## config.mk

```make
export PLATFORM = sky130hd
export DESIGN_NAME = control_sequencer
export DESIGN_NICKNAME = d
export VERILOG_FILES = /design/src/rtl/control_sequencer_pkg.sv /design/src/rtl/control_sequencer_decode.sv /design/src/rtl/control_sequencer.sv
export SDC_FILE = /design/constraint.sdc
export NUM_CORES = 1
export LEC_CHECK = 0
export ABC_AREA = 1
export BUFFER_PORTS_ARGS = -buffer_cell sky130_fd_sc_hd__buf_2
export CAP_MARGIN = 20
export CORE_AREA = 10 10 92 94
export CTS_CLUSTER_DIAMETER = 40
export CTS_CLUSTER_SIZE = 40
export DETAILED_ROUTE_END_ITERATION = 6
export DIE_AREA = 0 0 102 104
export PLACE_DENSITY = 0.46
export RECOVER_POWER = 50
export SLEW_MARGIN = 0
export SYNTH_ARGS = -nofsm -noshare
export SYNTH_HDL_FRONTEND = slang
export SYNTH_SLANG_ARGS = --single-unit
```

## constraint.sdc

```tcl
create_clock -name clk -period 5.9 [get_ports clk]
set_clock_uncertainty 0.2 [all_clocks]
set_input_delay 0.295 -clock clk [delete_from_list [all_inputs] [get_ports clk]]
set_output_delay 0.295 -clock clk [all_outputs]
set_load 0.02 [all_outputs]
```

## src/rtl/control_sequencer_pkg.sv

```systemverilog
// Shared definitions for the multi-cycle control sequencer.
// Holds the RISC-V opcode/func3/func7 encodings, the ALU operation codes driven
// on alu_control, the datapath mux encodings, the sequencer state enum and the
// NOP instruction loaded into the IR at reset.
package control_sequencer_pkg;

    localparam logic [6:0] OPC_R      = 7'b0110011;
    localparam logic [6:0] OPC_I_ALU  = 7'b0010011;
    localparam logic [6:0] OPC_LOAD   = 7'b0000011;
    localparam logic [6:0] OPC_STORE  = 7'b0100011;
    localparam logic [6:0] OPC_BRANCH = 7'b1100011;
    localparam logic [6:0] OPC_JAL    = 7'b1101111;
    localparam logic [6:0] OPC_JALR   = 7'b1100111;
    localparam logic [6:0] OPC_LUI    = 7'b0110111;
    localparam logic [6:0] OPC_AUIPC  = 7'b0010111;

    localparam logic [2:0] F3_ADD_SUB = 3'b000;
    localparam logic [2:0] F3_SLL     = 3'b001;
    localparam logic [2:0] F3_SLT     = 3'b010;
    localparam logic [2:0] F3_SLTU    = 3'b011;
    localparam logic [2:0] F3_XOR     = 3'b100;
    localparam logic [2:0] F3_SRL_SRA = 3'b101;
    localparam logic [2:0] F3_OR      = 3'b110;
    localparam logic [2:0] F3_AND     = 3'b111;

    localparam logic [2:0] F3_BEQ  = 3'b000;
    localparam logic [2:0] F3_BNE  = 3'b001;
    localparam logic [2:0] F3_BLT  = 3'b100;
    localparam logic [2:0] F3_BGE  = 3'b101;
    localparam logic [2:0] F3_BLTU = 3'b110;
    localparam logic [2:0] F3_BGEU = 3'b111;

    localparam logic [6:0] F7_STD = 7'h00;
    localparam logic [6:0] F7_ALT = 7'h20;

    localparam logic [3:0] ALU_ADD  = 4'b0000;
    localparam logic [3:0] ALU_SUB  = 4'b0001;
    localparam logic [3:0] ALU_AND  = 4'b0010;
    localparam logic [3:0] ALU_OR   = 4'b0011;
    localparam logic [3:0] ALU_SLL  = 4'b0100;
    localparam logic [3:0] ALU_SLT  = 4'b0101;
    localparam logic [3:0] ALU_SRL  = 4'b0110;
    localparam logic [3:0] ALU_SLTU = 4'b0111;
    localparam logic [3:0] ALU_XOR  = 4'b1000;
    localparam logic [3:0] ALU_SRA  = 4'b1001;

    localparam logic [2:0] IMM_I = 3'b000;
    localparam logic [2:0] IMM_S = 3'b001;
    localparam logic [2:0] IMM_B = 3'b010;
    localparam logic [2:0] IMM_J = 3'b011;
    localparam logic [2:0] IMM_U = 3'b100;

    localparam logic [1:0] WB_ALU  = 2'b00;
    localparam logic [1:0] WB_MEM  = 2'b01;
    localparam logic [1:0] WB_PC4  = 2'b10;
    localparam logic [1:0] WB_SADD = 2'b11;

    localparam logic [1:0] SA_PC   = 2'b00;
    localparam logic [1:0] SA_ZERO = 2'b01;
    localparam logic [1:0] SA_RS1  = 2'b10;

    localparam logic [31:0] NOP_INSTR = 32'h0000_0013;

    typedef enum logic [2:0] {
        FETCH = 3'd0,
        EXEC  = 3'd1,
        MEM   = 3'd2,
        WB    = 3'd3,
        HALT  = 3'd4
    } seq_state_t;

endpackage

```

## src/rtl/control_sequencer_decode.sv

```systemverilog
// ctrl_decode: purely combinational decode of the latched instruction.
// Inputs : opcode/func3/func7 fields of the IR, alu_zero/alu_last_bit for branches.
// Outputs: datapath mux/ALU controls, branch/jump target select, and the
//          classification flags the sequencer FSM steps on.
module ctrl_decode
    import control_sequencer_pkg::*;
(
    input  logic [6:0] opcode,
    input  logic [2:0] func3,
    input  logic [6:0] func7,
    input  logic       alu_zero,
    input  logic       alu_last_bit,
    output logic [3:0] alu_control,
    output logic [2:0] imm_source,
    output logic       alu_source,
    output logic [1:0] write_back_source,
    output logic [1:0] second_add_source,
    output logic       pc_source,
    output logic       writes_rd,
    output logic       is_load,
    output logic       is_store,
    output logic       is_illegal,
    output logic       is_shift_bad
);

    logic shift_f7_ok;
    assign shift_f7_ok = (func7 == F7_STD) || (func7 == F7_ALT);

    always_comb begin
        alu_control       = ALU_ADD;
        imm_source        = IMM_I;
        alu_source        = 1'b0;
        write_back_source = WB_ALU;
        second_add_source = SA_PC;
        pc_source         = 1'b0;
        writes_rd         = 1'b0;
        is_load           = 1'b0;
        is_store          = 1'b0;
        is_illegal        = 1'b0;
        is_shift_bad      = 1'b0;

        case (opcode)
            OPC_R, OPC_I_ALU: begin
                writes_rd  = 1'b1;
                alu_source = (opcode == OPC_I_ALU);
                case (func3)
                    F3_ADD_SUB: alu_control = (opcode == OPC_R && func7 == F7_ALT) ? ALU_SUB : ALU_ADD;
                    F3_SLL: begin
                        alu_control  = ALU_SLL;
                        // slli encodes shamt in [24:20]; upper bits must be zero
                        is_shift_bad = (opcode == OPC_I_ALU) && (func7 != F7_STD);
                    end
                    F3_SLT:     alu_control = ALU_SLT;
                    F3_SLTU:    alu_control = ALU_SLTU;
                    F3_XOR:     alu_control = ALU_XOR;
                    F3_SRL_SRA: begin
                        alu_control  = (func7 == F7_ALT) ? ALU_SRA : ALU_SRL;
                        is_shift_bad = !shift_f7_ok;
                    end
                    F3_OR:      alu_control = ALU_OR;
                    default:    alu_control = ALU_AND;
                endcase
            end
            OPC_LOAD: begin
                is_load           = 1'b1;
                alu_source        = 1'b1;
                write_back_source = WB_MEM;
            end
            OPC_STORE: begin
                is_store   = 1'b1;
                alu_source = 1'b1;
                imm_source = IMM_S;
            end
            OPC_BRANCH: begin
                imm_source = IMM_B;
                case (func3)
                    F3_BEQ:  begin alu_control = ALU_SUB;  pc_source = alu_zero;      end
                    F3_BNE:  begin alu_control = ALU_SUB;  pc_source = !alu_zero;     end
                    F3_BLT:  begin alu_control = ALU_SLT;  pc_source = alu_last_bit;  end
                    F3_BGE:  begin alu_control = ALU_SLT;  pc_source = !alu_last_bit; end
                    F3_BLTU: begin alu_control = ALU_SLTU; pc_source = alu_last_bit;  end
                    F3_BGEU: begin alu_control = ALU_SLTU; pc_source = !alu_last_bit; end
                    default: pc_source = 1'b0;
                endcase
            end
            OPC_JAL: begin
                writes_rd         = 1'b1;
                imm_source        = IMM_J;
                write_back_source = WB_PC4;
                pc_source         = 1'b1;
            end
            OPC_JALR: begin
                writes_rd         = 1'b1;
                alu_source        = 1'b1;
                write_back_source = WB_PC4;
                second_add_source = SA_RS1;
                pc_source         = 1'b1;
            end
            OPC_LUI: begin
                writes_rd         = 1'b1;
                imm_source        = IMM_U;
                write_back_source = WB_SADD;
                second_add_source = SA_ZERO;
            end
            OPC_AUIPC: begin
                writes_rd         = 1'b1;
                imm_source        = IMM_U;
                write_back_source = WB_SADD;
                second_add_source = SA_PC;
            end
            default: is_illegal = 1'b1;
        endcase
    end

endmodule

```

## src/rtl/control_sequencer.sv

```systemverilog
// control_sequencer: multi-cycle FETCH/EXEC/MEM/WB control unit with
// handshaked instruction and data ports, sticky illegal/bus-timeout traps.
//
// state | meaning
// FETCH | instr_ready high, latch instr into IR on instr_valid
// EXEC  | decode IR; retire ALU/branch/jump or enter MEM for load/store
// MEM   | d_req high until d_ready; timeout counter runs
// WB    | load data written back, retire
// HALT  | trapped; only reset leaves
//
// Ports: clk/rst (async active-high), instr/instr_valid/instr_ready fetch port,
// d_req/d_we/d_ready data port, alu_zero/alu_last_bit branch flags, decoded
// datapath controls, reg_write/pc_write strobes, sticky illegal/bus_error, state_o.
module control_sequencer
    import control_sequencer_pkg::*;
#(
    parameter int MEM_TIMEOUT  = 256,
    parameter int TRAP_ILLEGAL = 1
) (
    input  logic        clk,
    input  logic        rst,
    input  logic [31:0] instr,
    input  logic        instr_valid,
    output logic        instr_ready,
    input  logic        alu_zero,
    input  logic        alu_last_bit,
    output logic        d_req,
    output logic        d_we,
    input  logic        d_ready,
    output logic [3:0]  alu_control,
    output logic [2:0]  imm_source,
    output logic        alu_source,
    output logic [1:0]  write_back_source,
    output logic [1:0]  second_add_source,
    output logic        reg_write,
    output logic        pc_write,
    output logic        pc_source,
    output logic        illegal,
    output logic        bus_error,
    output logic [2:0]  state_o
);

    // A zero timeout still needs a 1-bit counter to keep the datapath legal.
    localparam int CNT_W = (MEM_TIMEOUT > 0) ? $clog2(MEM_TIMEOUT + 1) : 1;
    localparam logic [CNT_W-1:0] CNT_LAST = CNT_W'((MEM_TIMEOUT > 0) ? MEM_TIMEOUT - 1 : 0);
    localparam logic [CNT_W-1:0] CNT_MAX  = '1;

    seq_state_t       state_q, state_d;
    logic [31:0]      ir_q, ir_d;
    logic [CNT_W-1:0] cnt_q, cnt_d;
    logic             illegal_q, illegal_d;
    logic             bus_error_q, bus_error_d;

    logic [1:0] dec_wbs;
    logic       dec_pc_src, dec_writes_rd, dec_load, dec_store, dec_illegal, dec_shift_bad;

    logic ir_fields_unused;
    assign ir_fields_unused = ^{ir_q[24:15], ir_q[11:7]};

    ctrl_decode u_decode (
        .opcode            (ir_q[6:0]),
        .func3             (ir_q[14:12]),
        .func7             (ir_q[31:25]),
        .alu_zero          (alu_zero),
        .alu_last_bit      (alu_last_bit),
        .alu_control       (alu_control),
        .imm_source        (imm_source),
        .alu_source        (alu_source),
        .write_back_source (dec_wbs),
        .second_add_source (second_add_source),
        .pc_source         (dec_pc_src),
        .writes_rd         (dec_writes_rd),
        .is_load           (dec_load),
        .is_store          (dec_store),
        .is_illegal        (dec_illegal),
        .is_shift_bad      (dec_shift_bad)
    );

    always_ff @(posedge clk or posedge rst) begin
        if (rst) begin
            state_q     <= FETCH;
            ir_q        <= NOP_INSTR;
            cnt_q       <= '0;
            illegal_q   <= 1'b0;
            bus_error_q <= 1'b0;
        end else begin
            state_q     <= state_d;
            ir_q        <= ir_d;
            cnt_q       <= cnt_d;
            illegal_q   <= illegal_d;
            bus_error_q <= bus_error_d;
        end
    end

    always_comb begin
        state_d           = state_q;
        ir_d              = ir_q;
        cnt_d             = cnt_q;
        illegal_d         = illegal_q;
        bus_error_d       = bus_error_q;
        instr_ready       = 1'b0;
        d_req             = 1'b0;
        d_we              = 1'b0;
        reg_write         = 1'b0;
        pc_write          = 1'b0;
        pc_source         = dec_pc_src;
        write_back_source = dec_wbs;

        case (state_q)
            FETCH: begin
                instr_ready = 1'b1;
                if (instr_valid) begin
                    ir_d    = instr;
                    state_d = EXEC;
                end
            end
            EXEC: begin
                if (dec_illegal) begin
                    if (TRAP_ILLEGAL != 0) begin
                        illegal_d = 1'b1;
                        state_d   = HALT;
                    end else begin
                        pc_write  = 1'b1;
                        pc_source = 1'b0;
                        state_d   = FETCH;
                    end
                end else if (dec_load || dec_store) begin
                    cnt_d   = '0;
                    state_d = MEM;
                end else begin
                    // malformed shift encodings retire as a NOP
                    pc_write  = 1'b1;
                    reg_write = dec_writes_rd && !dec_shift_bad;
                    if (dec_shift_bad) pc_source = 1'b0;
                    state_d   = FETCH;
                end
            end
            MEM: begin
                d_req = 1'b1;
                d_we  = dec_store;
                if (d_ready) begin
                    if (dec_store) begin
                        pc_write  = 1'b1;
                        pc_source = 1'b0;
                        state_d   = FETCH;
                    end else begin
                        state_d = WB;
                    end
                end else if (MEM_TIMEOUT != 0 && cnt_q == CNT_LAST) begin
                    bus_error_d = 1'b1;
                    state_d     = HALT;
                end else if (cnt_q != CNT_MAX) begin
                    cnt_d = cnt_q + CNT_W'(1);
                end
            end
            WB: begin
                write_back_source = WB_MEM;
                reg_write         = 1'b1;
                pc_write          = 1'b1;
                pc_source         = 1'b0;
                state_d           = FETCH;
            end
            HALT: state_d = HALT;
            default: state_d = FETCH;
        endcase
    end

    assign illegal   = illegal_q;
    assign bus_error = bus_error_q;
    assign state_o   = state_q;

endmodule

```

=== Word-level counts from Yosys, hierarchy flattened ===
Cells that the tools add are included.

* Register bits after elaboration: 46
* Input port bits: 38
* Output and inout bits: 23
* Logic and storage cells: 115

* $add $sub $neg: 1
* Equality and inequality tests: 30
* Multiplexer cells: 47
* Bitwise gates (word level): 2
* Reduce and logical (&&, ||, !) cells: 30

{| class="wikitable"
|+ Operators by type and width
! operator !! count
|-
| two-way mux 9 bit || 5
|-
| == test 7 x 6 -> 1 bit, second input constant || 4
|-
| one-hot mux 4 bit (7 select lines) || 1
|-
| one-hot mux 3 bit (4 select lines) || 2
|-
| == test 7 bit, second input constant || 3
|-
| two-way mux 1 bit || 19
|-
| one-hot mux 9 bit (2 select lines) || 1
|-
| OR reduction 2 bit || 8
|-
| == test 3 bit, second input constant || 5
|-
| == test 7 x 5 -> 1 bit, second input constant || 2
|-
| == test 3 x 2 -> 1 bit, second input constant || 4
|-
| two-way mux 3 bit || 4
|-
| != test 2 bit, second input constant || 6
|-
| adder 9 x 1 -> 9 bit, second input constant || 1
|-
| == test 9 x 8 -> 1 bit, second input constant || 1
|-
| != test 9 bit, second input constant || 1
|-
| one-hot mux 3 bit (3 select lines) || 1
|-
| OR reduction 9 bit || 1
|-
| one-hot mux 1 bit (2 select lines) || 4
|-
| one-hot mux 4 bit (2 select lines) || 1
|-
| == test 7 x 2 -> 1 bit, second input constant || 1
|-
| zero test 7 bit || 1
|-
| nonzero test 7 bit || 1
|-
| == test 3 x 1 -> 1 bit, second input constant || 2
|-
| 18 further kinds || 31
|}

=== Depth between registers and ports, before layout ===
* Word-level depth: 10
* Depth in mapped cells: 12
* Mapped depth without buffers: 11

=== Modules after synthesis ===
A second synthesis with hierarchy kept.

* Cells, all modules: 297
* Area, all modules: 1991.9 um^2

{| class="wikitable"
|+ By module, submodules not included
! module !! times used !! cells an instance !! area an instance (um^2) !! seq. area each (um^2)
|-
| control_sequencer || 1 || 214 || 1619.1 || 779.5
|-
| ctrl_decode || 1 || 83 || 372.9 || 0.0
|}

=== Worst setup path after synthesis ===
No wires, ideal clock.

* Path type: register to register
* Start point: register cnt_q[0]
* End point: register cnt_q[5]
* Setup time: 0.074 ns
* Arrival time: 1.801 ns
* Required time: 5.626 ns
* Path slack: 3.825 ns
* Stages on the path, launching flop included: 13
* Clock period less this slack: 2.075 ns
* Cell sequence: dfrtp_1 -> ha_1 -> nand3_1 -> nor2_1 -> inv_1 -> nor3_1 -> ha_1 -> nor2_1 -> nor2_2 -> nand3b_1 -> buf_6 -> nand2_1 -> o21ai_2

* Longest elaborated chain between the ends: 5
* Elaborated cells on any way between the ends: 10
* Those cells by class: 1 x add/sub; 4 x eq/ne; 4 x mux; 1 x reduce/logical

{| class="wikitable"
|+ Ends and longest elaborated chain
! element !! line !! source
|-
| start: declaration || control_sequencer.sv:50 || <nowiki>logic [CNT_W-1:0] cnt_q, cnt_d;</nowiki>
|-
| start signal: assignment || control_sequencer.sv:89 || <nowiki>cnt_q <= cnt_d;</nowiki>
|-
| adder 9 x 1 -> 9 bit || control_sequencer.sv:153 || <nowiki>cnt_d = cnt_q + CNT_W'(1);</nowiki>
|-
| two-way mux 9 bit || control_sequencer.sv:152 || <nowiki>end else if (cnt_q != CNT_MAX) begin</nowiki>
|-
| two-way mux 9 bit || control_sequencer.sv:149 || <nowiki>end else if (MEM_TIMEOUT != 0 && cnt_q == CNT_LAST) begin</nowiki>
|-
| two-way mux 9 bit || control_sequencer.sv:141 || <nowiki>if (d_ready) begin</nowiki>
|-
| one-hot mux 9 bit (2 select lines) || control_sequencer.sv:109 || <nowiki>case (state_q)</nowiki>
|}

Several ways; a longest one is shown, not always the timed one. The select of a mux whose other input is x is not followed.
A chain may end at the register's enable or synchronous reset.

=== Worst setup path after layout ===
* Start point: register cnt_q[0]
* End point: register cnt_q[6]

Same word-level chain as after synthesis.

==> reports/metrics.yaml <==
status: "finished, violations left"
violations: "capacitance limit, slew limit"
worst-setup-path-type: "reg2reg"
dp_hpwl_um: 3920
finalHoldViolations: 0
grt_use_met3_pct: 3.59
slew-limit-headroom_pct: -20.6
pin_count: 61
use_met2_pct: 14.2
die_w_um: 102
cts_buffer_depth: 2
crit_slowest_cell: "nand3b_1"
min-delay-path-class: "in2reg"
drv_slew: 32
grt_use_met1_pct: 12.5
path_clk_slew_ns: 0.08
area_growth_pct: 21.5
synth_cells: 255
synth-seq-cells: 31
synth_area_leaders: "dfrtp_1, nand2_1, nor2_1, nand3_1, inv_1"
insertion_delay_ns: 0.29
drive_gt1_share_pct: 23.8
tightest_slew_ns: 1.81
drt-initial-drc-count: 54
fmax_ghz: 0.378
p_leak_nw: 1.22
ys_async_sr_fraction_pct: 100
grt_pass1_wl_um: 8270
endpoint_kind: "flip-flop"
seq_area_um2: 779
ys.flop_type: "dfrtp_1"
die_h_um: 104
drc_errors: 0
vdd_ir_drop_max_uv: 137
cts_tree: "yes"
cts_buffers: 5
viasPerCell: 4.50
yosysMostFrequentCell: "nand2_1"
seq_area_frac_synth_pct: 40.6
routed_wirelength_um: 5060
path_max_fanout: 12
rows: 30
startpoint_type: "flip-flop"
port_buffers: 45
grt_pass1_vias: 1724
synth_area_mm2: 0.00192
nFillCells: 734
synth_edf_count: 0
drtAntennaViolNets: 0
coreArea_mm2: 0.00668
tns_ns: 0
finalNetCount: 347
synth_top_area_share_pct: 36.5
finalPower_uw: 914
finalCritPeriodShare_pct: 44.8
crit_arrival_ns: 2.59
grtUsageTotal_pct: 9.65
start_util_pct: 28.8
cts_root_buf: "clkbuf_8"
crit_chain: "ha_1, nand3_1, nor2_1, inv_1, nor3_1, ha_1, nor2_1, nor2_2, nand3b_1, o21ai_0"
cts_setup_buffers: 0
p_per_area_mw_per_mm2: 391
gr-total-overflow: 0
place.gp.congestion: 0.769
dieArea_mm2: 0.0106
rsz0062_at_grt: "no"
antenna_cells: 0
h-tree-depth: 2
period_minus_slack_ns: 2.64
required_ns: 5.84
synth.distinct_cells: 33
synth_top_cell_by_area: "dfrtp_1"
num_vias: 1743
grt_max_degree: 32
drv_cap: 1
antenna_found_initial: 0
ys.warnings.count: 0
grt-busiest-layer: "met2"
netlist_top_cells_count: "nand2_1, nor2_1, inv_1"
avgSynthCellArea_um2: 7.54
synth_nets: 296
setup_viol: 0
first_pass_iters: 4
wl_per_cell_um: 13.1
cts.sinks: 31
multi_input_area_um2: 962
max_stage_delay_ns: 0.42
-- cell families after synthesis --
group           count (synthesis)  share of synthesized area [%]
fa+ha+maj                       3                           1.95
simple gates                  133                           30.8
buf+inv                        41                           8.85
compound gates                 37                           11.3
xor+xnor                        1                          0.456
mux                             9                           6.05
flops                          31                           40.6
-- area by class of cell --
| class | count | area share [%] |
|---|---|---|
| Inverter | 38 | 6.11 |
| Timing Repair Buffer | 47 | 9.97 |
| Clock inverter | 2 | 1.50 |
| Clock buffer | 6 | 3.54 |
| Multi-Input combinational cell | 183 | 41.2 |
| Tap cell | 80 | 4.29 |
| Sequential cell | 31 | 33.4 |
-- through the flow --
| stage | cells | hold slack, ns | worst slack [ns] | instance area (µm²) | util [%] |
|---|---|---|---|---|---|
| floorplan | 255 | 0.196 | 3.83 | 1920 | - |
| global placement | 378 | 0.217 | 3.28 | 2230 | 33.3 |
| detailed placement | 378 | 0.216 | 3.25 | 2230 | 33.3 |
| CTS | 387 | 0.0275 | 3.21 | 2350 | 35.2 |
| global route | 387 | 0.0241 | 2.98 | 2330 | 34.9 |
| finish | 387 | 0.0361 | 3.26 | 2330 | 34.9 |
-- critical path, delay by kind of cell, from the launching register on --
family	cells	cell delay, ns
DFF	1	0.41
adders and majority gates	2	0.45
buffers and inverters	1	0.09
and+or+nand+nor	6	1.17
AOI/OAI and AO/OA	1	0.17
-- flip-flops by register name, indices dropped and copies added, names as in the netlist --
name,count
cnt_q,9
state_o,3
bus_error,1
illegal,1
ir_q,17
-- layout by cell type (no fill, tap or decap), types with 4 or more instances in the layout --
cell type / Yosys / final
a21oi_1: 12 / 12
buf_2: 1 / 40
clkbuf_1: 0 / 6
clkbuf_8: 0 / 6
dfrtp_1: 28 / 28
inv_1: 33 / 34
mux2_2: 5 / 5
mux2_4: 4 / 4
nand2_1: 56 / 57
nand3_1: 26 / 26
nor2_1: 36 / 37
nor3_1: 4 / 4
o21ai_0: 14 / 14
o21ai_2: 4 / 4
-- routing by layer --
layer  wire, µm  vias up
met5          0        -
met4         76        0
met3        380        6
met2       2210       44
met1       2390      767
li1           -      926
-- final timing paths --
check	slack [ns]	end	cells past startpoint	from
setup reg to reg	3.26	cnt_q[6]	10	cnt_q[0]
max in group asynchronous	3.47	cnt_q[3]	4	rst
hold reg to reg	0.26	bus_error	1	bus_error
setup / recovery	3.26	cnt_q[6]	10	cnt_q[0]
min in group asynchronous	0.99	cnt_q[0]	4	rst
hold / removal	0.04	ir_q[28]	2	instr[28]
-- where the power goes --
part           switching [mW]  internal, mW  total, mW  leakage, nW
registers              0.0551         0.285      0.340        0.377
clock network          0.0866         0.137      0.223       0.0612
logic                   0.226         0.125      0.351        0.778
-- timing repair --
item	4_1_cts	5_1_grt
hold endpoints to repair	28	0
gates resized for setup	0	0
hold buffers	1	0
Power figures use the tool's default switching activity.
